File: src/rtl/mem_arb_pkg.sv
// Shared types for the memory port arbiter: FSM state encoding and requester grant IDs.
package mem_arb_pkg;

    typedef enum logic [1:0] {
        ST_IDLE = 2'd0,
        ST_BUSY = 2'd1,
        ST_DONE = 2'd2
    } state_t;

    typedef logic gnt_t;

    localparam gnt_t GNT_IF = 1'b0;
    localparam gnt_t GNT_D  = 1'b1;

endpackage

File: src/rtl/mem_arb_timer.sv
// Watchdog counter for the BUSY state: counts enabled cycles, saturates, flags the last allowed cycle.
module mem_arb_timer #(
    parameter int TIMEOUT = 15
) (
    input  logic clk,
    input  logic reset,
    input  logic clear,
    input  logic enable,
    output logic expired
);

    localparam int CNT_W = $clog2(TIMEOUT + 1);

    logic [CNT_W-1:0] count_reg;

    always_ff @(posedge clk) begin
        if (!reset || clear) begin
            count_reg <= '0;
        end else if (enable && (count_reg != CNT_W'(TIMEOUT))) begin
            count_reg <= count_reg + 1'b1;
        end
    end

    // High during the cycle whose increment brings the count to TIMEOUT.
    assign expired = enable && (count_reg == CNT_W'(TIMEOUT - 1));

endmodule

File: src/rtl/mem_port_arbiter.sv
// Shares one memory port between instruction fetch and data requesters, one transaction at a time.
// Optional ARB_ROUND_ROBIN_EN: alternate on simultaneous requests; otherwise data wins ties.
module mem_port_arbiter
    import mem_arb_pkg::*;
#(
    parameter int ADDR_W  = 32,
    parameter int DATA_W  = 32,
    parameter int TIMEOUT = 15
) (
    input  logic                clk,
    input  logic                reset,
    input  logic                if_req,
    input  logic [ADDR_W-1:0]   if_addr,
    output logic [DATA_W-1:0]   if_rdata,
    output logic                if_ready,
    output logic                if_err,
    input  logic                d_req,
    input  logic                d_we,
    input  logic [ADDR_W-1:0]   d_addr,
    input  logic [DATA_W-1:0]   d_wdata,
    input  logic [DATA_W/8-1:0] d_be,
    output logic [DATA_W-1:0]   d_rdata,
    output logic                d_ready,
    output logic                d_err,
    output logic                mem_req,
    output logic                mem_we,
    output logic [ADDR_W-1:0]   mem_addr,
    output logic [DATA_W-1:0]   mem_wdata,
    output logic [DATA_W/8-1:0] mem_be,
    input  logic [DATA_W-1:0]   mem_rdata,
    input  logic                mem_ready
);

    state_t state_reg;
    gnt_t   gnt_reg;
    gnt_t   gnt_sel;
    logic   timer_expired;
    logic   any_req;

    assign any_req = if_req || d_req;

`ifdef ARB_ROUND_ROBIN_EN
    gnt_t last_grant_reg;

    always_comb begin
        gnt_sel = d_req ? GNT_D : GNT_IF;
        if (if_req && d_req) begin
            gnt_sel = (last_grant_reg == GNT_IF) ? GNT_D : GNT_IF;
        end
    end

    always_ff @(posedge clk) begin
        if (!reset) begin
            last_grant_reg <= GNT_IF;
        end else if (state_reg == ST_IDLE && any_req) begin
            last_grant_reg <= gnt_sel;
        end
    end
`else
    always_comb begin
        gnt_sel = d_req ? GNT_D : GNT_IF;
    end
`endif

    mem_arb_timer #(
        .TIMEOUT (TIMEOUT)
    ) u_timer (
        .clk     (clk),
        .reset   (reset),
        .clear   (state_reg == ST_IDLE),
        .enable  (state_reg == ST_BUSY),
        .expired (timer_expired)
    );

    always_ff @(posedge clk) begin
        if (!reset) begin
            state_reg <= ST_IDLE;
            gnt_reg   <= GNT_IF;
            mem_req   <= 1'b0;
            mem_we    <= 1'b0;
            mem_addr  <= '0;
            mem_wdata <= '0;
            mem_be    <= '0;
            if_rdata  <= '0;
            if_ready  <= 1'b0;
            if_err    <= 1'b0;
            d_rdata   <= '0;
            d_ready   <= 1'b0;
            d_err     <= 1'b0;
        end else begin
            case (state_reg)
                ST_IDLE: begin
                    if (any_req) begin
                        gnt_reg   <= gnt_sel;
                        mem_req   <= 1'b1;
                        state_reg <= ST_BUSY;
                        if (gnt_sel == GNT_D) begin
                            mem_we    <= d_we;
                            mem_addr  <= d_addr;
                            mem_wdata <= d_wdata;
                            mem_be    <= d_be;
                        end else begin
                            mem_we    <= 1'b0;
                            mem_addr  <= if_addr;
                            mem_wdata <= '0;
                            mem_be    <= '1;
                        end
                    end
                end
                ST_BUSY: begin
                    // mem_ready takes precedence over a coincident timeout.
                    if (mem_ready || timer_expired) begin
                        mem_req   <= 1'b0;
                        state_reg <= ST_DONE;
                        if (gnt_reg == GNT_D) begin
                            d_ready <= 1'b1;
                            d_err   <= !mem_ready;
                            d_rdata <= mem_ready ? mem_rdata : '0;
                        end else begin
                            if_ready <= 1'b1;
                            if_err   <= !mem_ready;
                            if_rdata <= mem_ready ? mem_rdata : '0;
                        end
                    end
                end
                ST_DONE: begin
                    if_rdata  <= '0;
                    if_ready  <= 1'b0;
                    if_err    <= 1'b0;
                    d_rdata   <= '0;
                    d_ready   <= 1'b0;
                    d_err     <= 1'b0;
                    state_reg <= ST_IDLE;
                end
                default: begin
                    state_reg <= ST_IDLE;
                end
            endcase
        end
    end

endmodule

File: config.mk
export PLATFORM = sky130hd
export DESIGN_NAME = mem_port_arbiter
export DESIGN_NICKNAME = d
export VERILOG_FILES = /design/src/rtl/mem_arb_pkg.sv /design/src/rtl/mem_arb_timer.sv /design/src/rtl/mem_port_arbiter.sv
export SDC_FILE = /design/constraint.sdc
export NUM_CORES = 1
export LEC_CHECK = 0
export ABC_CLOCK_PERIOD_IN_PS = 2000
export BUFFER_PORTS_ARGS = -buffer_cell sky130_fd_sc_hd__buf_2
export CORE_ASPECT_RATIO = 0.6
export CORE_MARGIN = 10
export CORE_UTILIZATION = 35
export DETAILED_ROUTE_END_ITERATION = 8
export PLACE_DENSITY_LB_ADDON = 0.3
export SKIP_CTS_REPAIR_TIMING = 1
export SYNTH_ARGS = -nofsm -noshare
export SYNTH_HDL_FRONTEND = slang
export SYNTH_SLANG_ARGS = --single-unit
export TNS_END_PERCENT = 5
File: constraint.sdc
create_clock -name clk -period 2 [get_ports clk]
set_input_delay 0.3 -clock clk [delete_from_list [all_inputs] [get_ports clk]]
set_output_delay 0.3 -clock clk [all_outputs]
set_load 0.01 [all_outputs]
==> out/metrics.csv <==
metric,value,unit
outcome,finished clean,
synth-compound-area-share,26.1,%
fin_crit_sh,82.9,%
core_area,0.0165,mm²
muxShareOfSynthArea,5.36,%
drive_gt1_share,37.0,%
die_y,121,µm
place_area,0.00748,mm²
clkLatencyLatePin,0.41,ns
grt_max_degree,65,
hpwl,14.1,mm
ir_drop,0.000499,V
via_count,5623,
tightest_slew,0.519,ns
ctsLongestPathBuffers,2,
startpoint,u_timer.count_reg[0]$_SDFFE_PP0P_,
grt_first_pass_wirelength,31.2,mm
relSlewSlack,65.4,%
setup_viol,0,
crit_required,2.33,ns
die_area,0.0229,mm²
antenna_found_initial,0,
drt_iter0_drc,374,
dp.cells,1109,
die-width,189,µm
via_per_inst,4.93,
clk_pin_slew_worst_paths,0.07,ns
drt_pass1_iterations,4,
gr-usage-all-layers,16.5,%
cts_tree,built,
first_global_vias,5675,
ys_seq_area_share,48.5,%
finalWirelength,19.7,mm
overflow,0,
stdcell_count,1141,
skew,0.0140,ns
drc,0,
cts_buffers,17,
r2r_slack,0.34,ns
synth_area,0.00598,mm²
tns,0,ns
initial_core_util,36.3,%
crit_path_start_kind,flop,
power,7.39,mW
final_hold_viol_count,0,
rr_worst_depth,6,
drv_slew,0,
crit_slowest_cell,a31oi_4,
final_nets,1040,
num_rows,36,
synth_simple_gate_area_share,13.4,%
cp.arrival,1.99,ns
syn-num-nets,794,
io_buffer_count,275,
r2r-start,u_timer.count_reg[0]$_SDFFE_PP0P_,
drv_cap,0,
multi_input_area,0.00270,mm²
synth_cell_types,45,
crit_chain,inv_1 > ha_1 > a31oi_4 > buf_12 > o21ai_0 > a21oi_1,
timing.rr.end,d_rdata[26]$_SDFFE_PN0P_,
synth_edf_count,0,
syn_inst,654,
avgSynthCellArea,9.14,µm²
fillerInstances,1579,
synthAdderAreaFrac,0.418,%
criticalPathCategory,reg2reg,
critPathCapture,d_rdata[26]$_SDFFE_PN0P_,
end_kind,flop,
worstPathMaxFanout,32,
hp-class,in2reg,
cts_max_level,4,
synth_top_family_by_area,compound AO/OA/AOI/OAI gates,
max_freq,603,MHz
wl_per_cell,17.3,µm
design_area,0.00807,mm²
ys_warn_count,0,
diodes,0,
regArea,0.00290,mm²
syn_to_final_growth,34.9,%
p_leak,3.92,nW
fin_util,48.9,%
yosys.area_share.xor_xnor,0,%
ys_dominant_reg_cell,dfxtp_1,
synth-seq-cells,145,
num_io_pins,276,
slowest_delay,0.38,ns
async_reset_ff_share,0,%
cts_root_buffer,clkbuf_16,
grt_setup_unrepaired,no,
period_needed,1.66,ns
power_per_cell_area,916,mW/mm²
gp_congestion,0.806,
ant_nets,0,
cts.sinks,145,
-- metrics by stage --
stage,setup WS [ns],hold WS (ns)
after floorplan,0.572,0.436
final,0.341,0.132
after global routing,0.200,0.120
after detailed placement,0.366,0.461
after global placement,0.391,0.454
after CTS,0.340,0.113
-- kinds of logic after synthesis --
group | after synthesis
AOI/OAI and AO/OA | 248
and+or+nand+nor | 163
DFF | 145
buffers and inverters | 64
muxes | 32
adders and majority gates | 2
-- synth_stat cells (all sizes together), types with 2 or more instances --
| library cell | count | area, µm² |
|---|---|---|
| dfxtp | 145 | 2900 |
| nand2b | 2 | 22.5 |
| a21oi | 67 | 335 |
| o2bb2ai | 2 | 17.5 |
| o211a | 32 | 320 |
| or2 | 2 | 12.5 |
| clkbuf | 19 | 72.6 |
| and2 | 2 | 12.5 |
| buf | 44 | 299 |
| a21boi | 36 | 270 |
| nand3b | 2 | 27.5 |
| nor3b | 3 | 43.8 |
| nor2 | 5 | 45.1 |
| nand2 | 102 | 385 |
| ha | 2 | 25.0 |
| a2bb2oi | 2 | 17.5 |
| o21ai | 102 | 514 |
| nand3 | 37 | 185 |
| mux2i | 32 | 320 |
| o221a | 4 | 45.0 |
-- worst min path at each step --
stage | end | startpoint | slack (ns) | depth (start not counted)
final | mem_wdata[11]$_SDFFE_PN0P_ | d_wdata[11] | 0.13 | 3
after CTS | mem_wdata[11]$_SDFFE_PN0P_ | d_wdata[11] | 0.11 | 3
after global placement | mem_wdata[24]$_SDFFE_PN0P_ | mem_wdata[24]$_SDFFE_PN0P_ | 0.45 | 2
after detailed placement | mem_wdata[21]$_SDFFE_PN0P_ | mem_wdata[21]$_SDFFE_PN0P_ | 0.46 | 2
after global routing | mem_wdata[29]$_SDFFE_PN0P_ | d_wdata[29] | 0.12 | 3
after floorplan | if_rdata[27]$_SDFFE_PN0P_ | mem_rdata[27] | 0.44 | 2
-- routing by layer --
layer / share of wire (%) / track usage, % / vias up / routed length (µm)
met2: 44 / 25.1 / 193 / 8680
met5: 0 / 0 / - / 0
met3: 7.5 / 5.51 / 12 / 1470
li1: - / - / 2805 / -
met1: 48 / 21.9 / 2613 / 9370
met4: 0.84 / 4.00 / 0 / 165
-- power breakdown --
group / total, mW / internal, mW / switching [mW]
Clock: 3.17 / 1.79 / 1.38
Combinational: 1.07 / 0.458 / 0.613
Sequential: 3.15 / 3.06 / 0.0878
Total: 7.39 / 5.31 / 2.08
-- final cells by class --
| cell class | instances | area share (%) |
|---|---|---|
| clock buffers | 18 | 5.44 |
| clock inverters | 14 | 1.80 |
| inverters | 1 | 0.0465 |
| multi-input cells | 445 | 33.5 |
| flip-flops and latches | 145 | 36.0 |
| well taps | 228 | 3.54 |
| repair buffers | 290 | 19.7 |
-- layout by cell type (no fill, tap or decap), types with 2 or more instances in the layout --
| cell | count |
|---|---|
| clkbuf_16 | 17 |
| inv_6 | 5 |
| o211a_1 | 32 |
| o21ai_0 | 58 |
| o2bb2ai_1 | 2 |
| ha_1 | 2 |
| nor3b_2 | 2 |
| o21ai_1 | 43 |
| a2bb2oi_1 | 2 |
| mux2i_1 | 32 |
| a21boi_1 | 31 |
| buf_4 | 7 |
| clkinvlp_4 | 2 |
| a21boi_0 | 5 |
| clkinv_4 | 2 |
| nand3_1 | 37 |
| o221a_2 | 4 |
| nand2_1 | 101 |
| a21oi_1 | 67 |
| inv_8 | 3 |
| buf_2 | 275 |
| buf_12 | 8 |
| nor2_1 | 2 |
| or2_1 | 2 |
| dfxtp_1 | 145 |
| and2_1 | 2 |
-- critical path: cells and delay by family (launching register included) --
family,cells,cell delay [ns]
fa+ha+maj,1,0.23
compound gates,3,0.67
flops,1,0.37
buf+inv,2,0.30
Power figures use the tool's default switching activity.
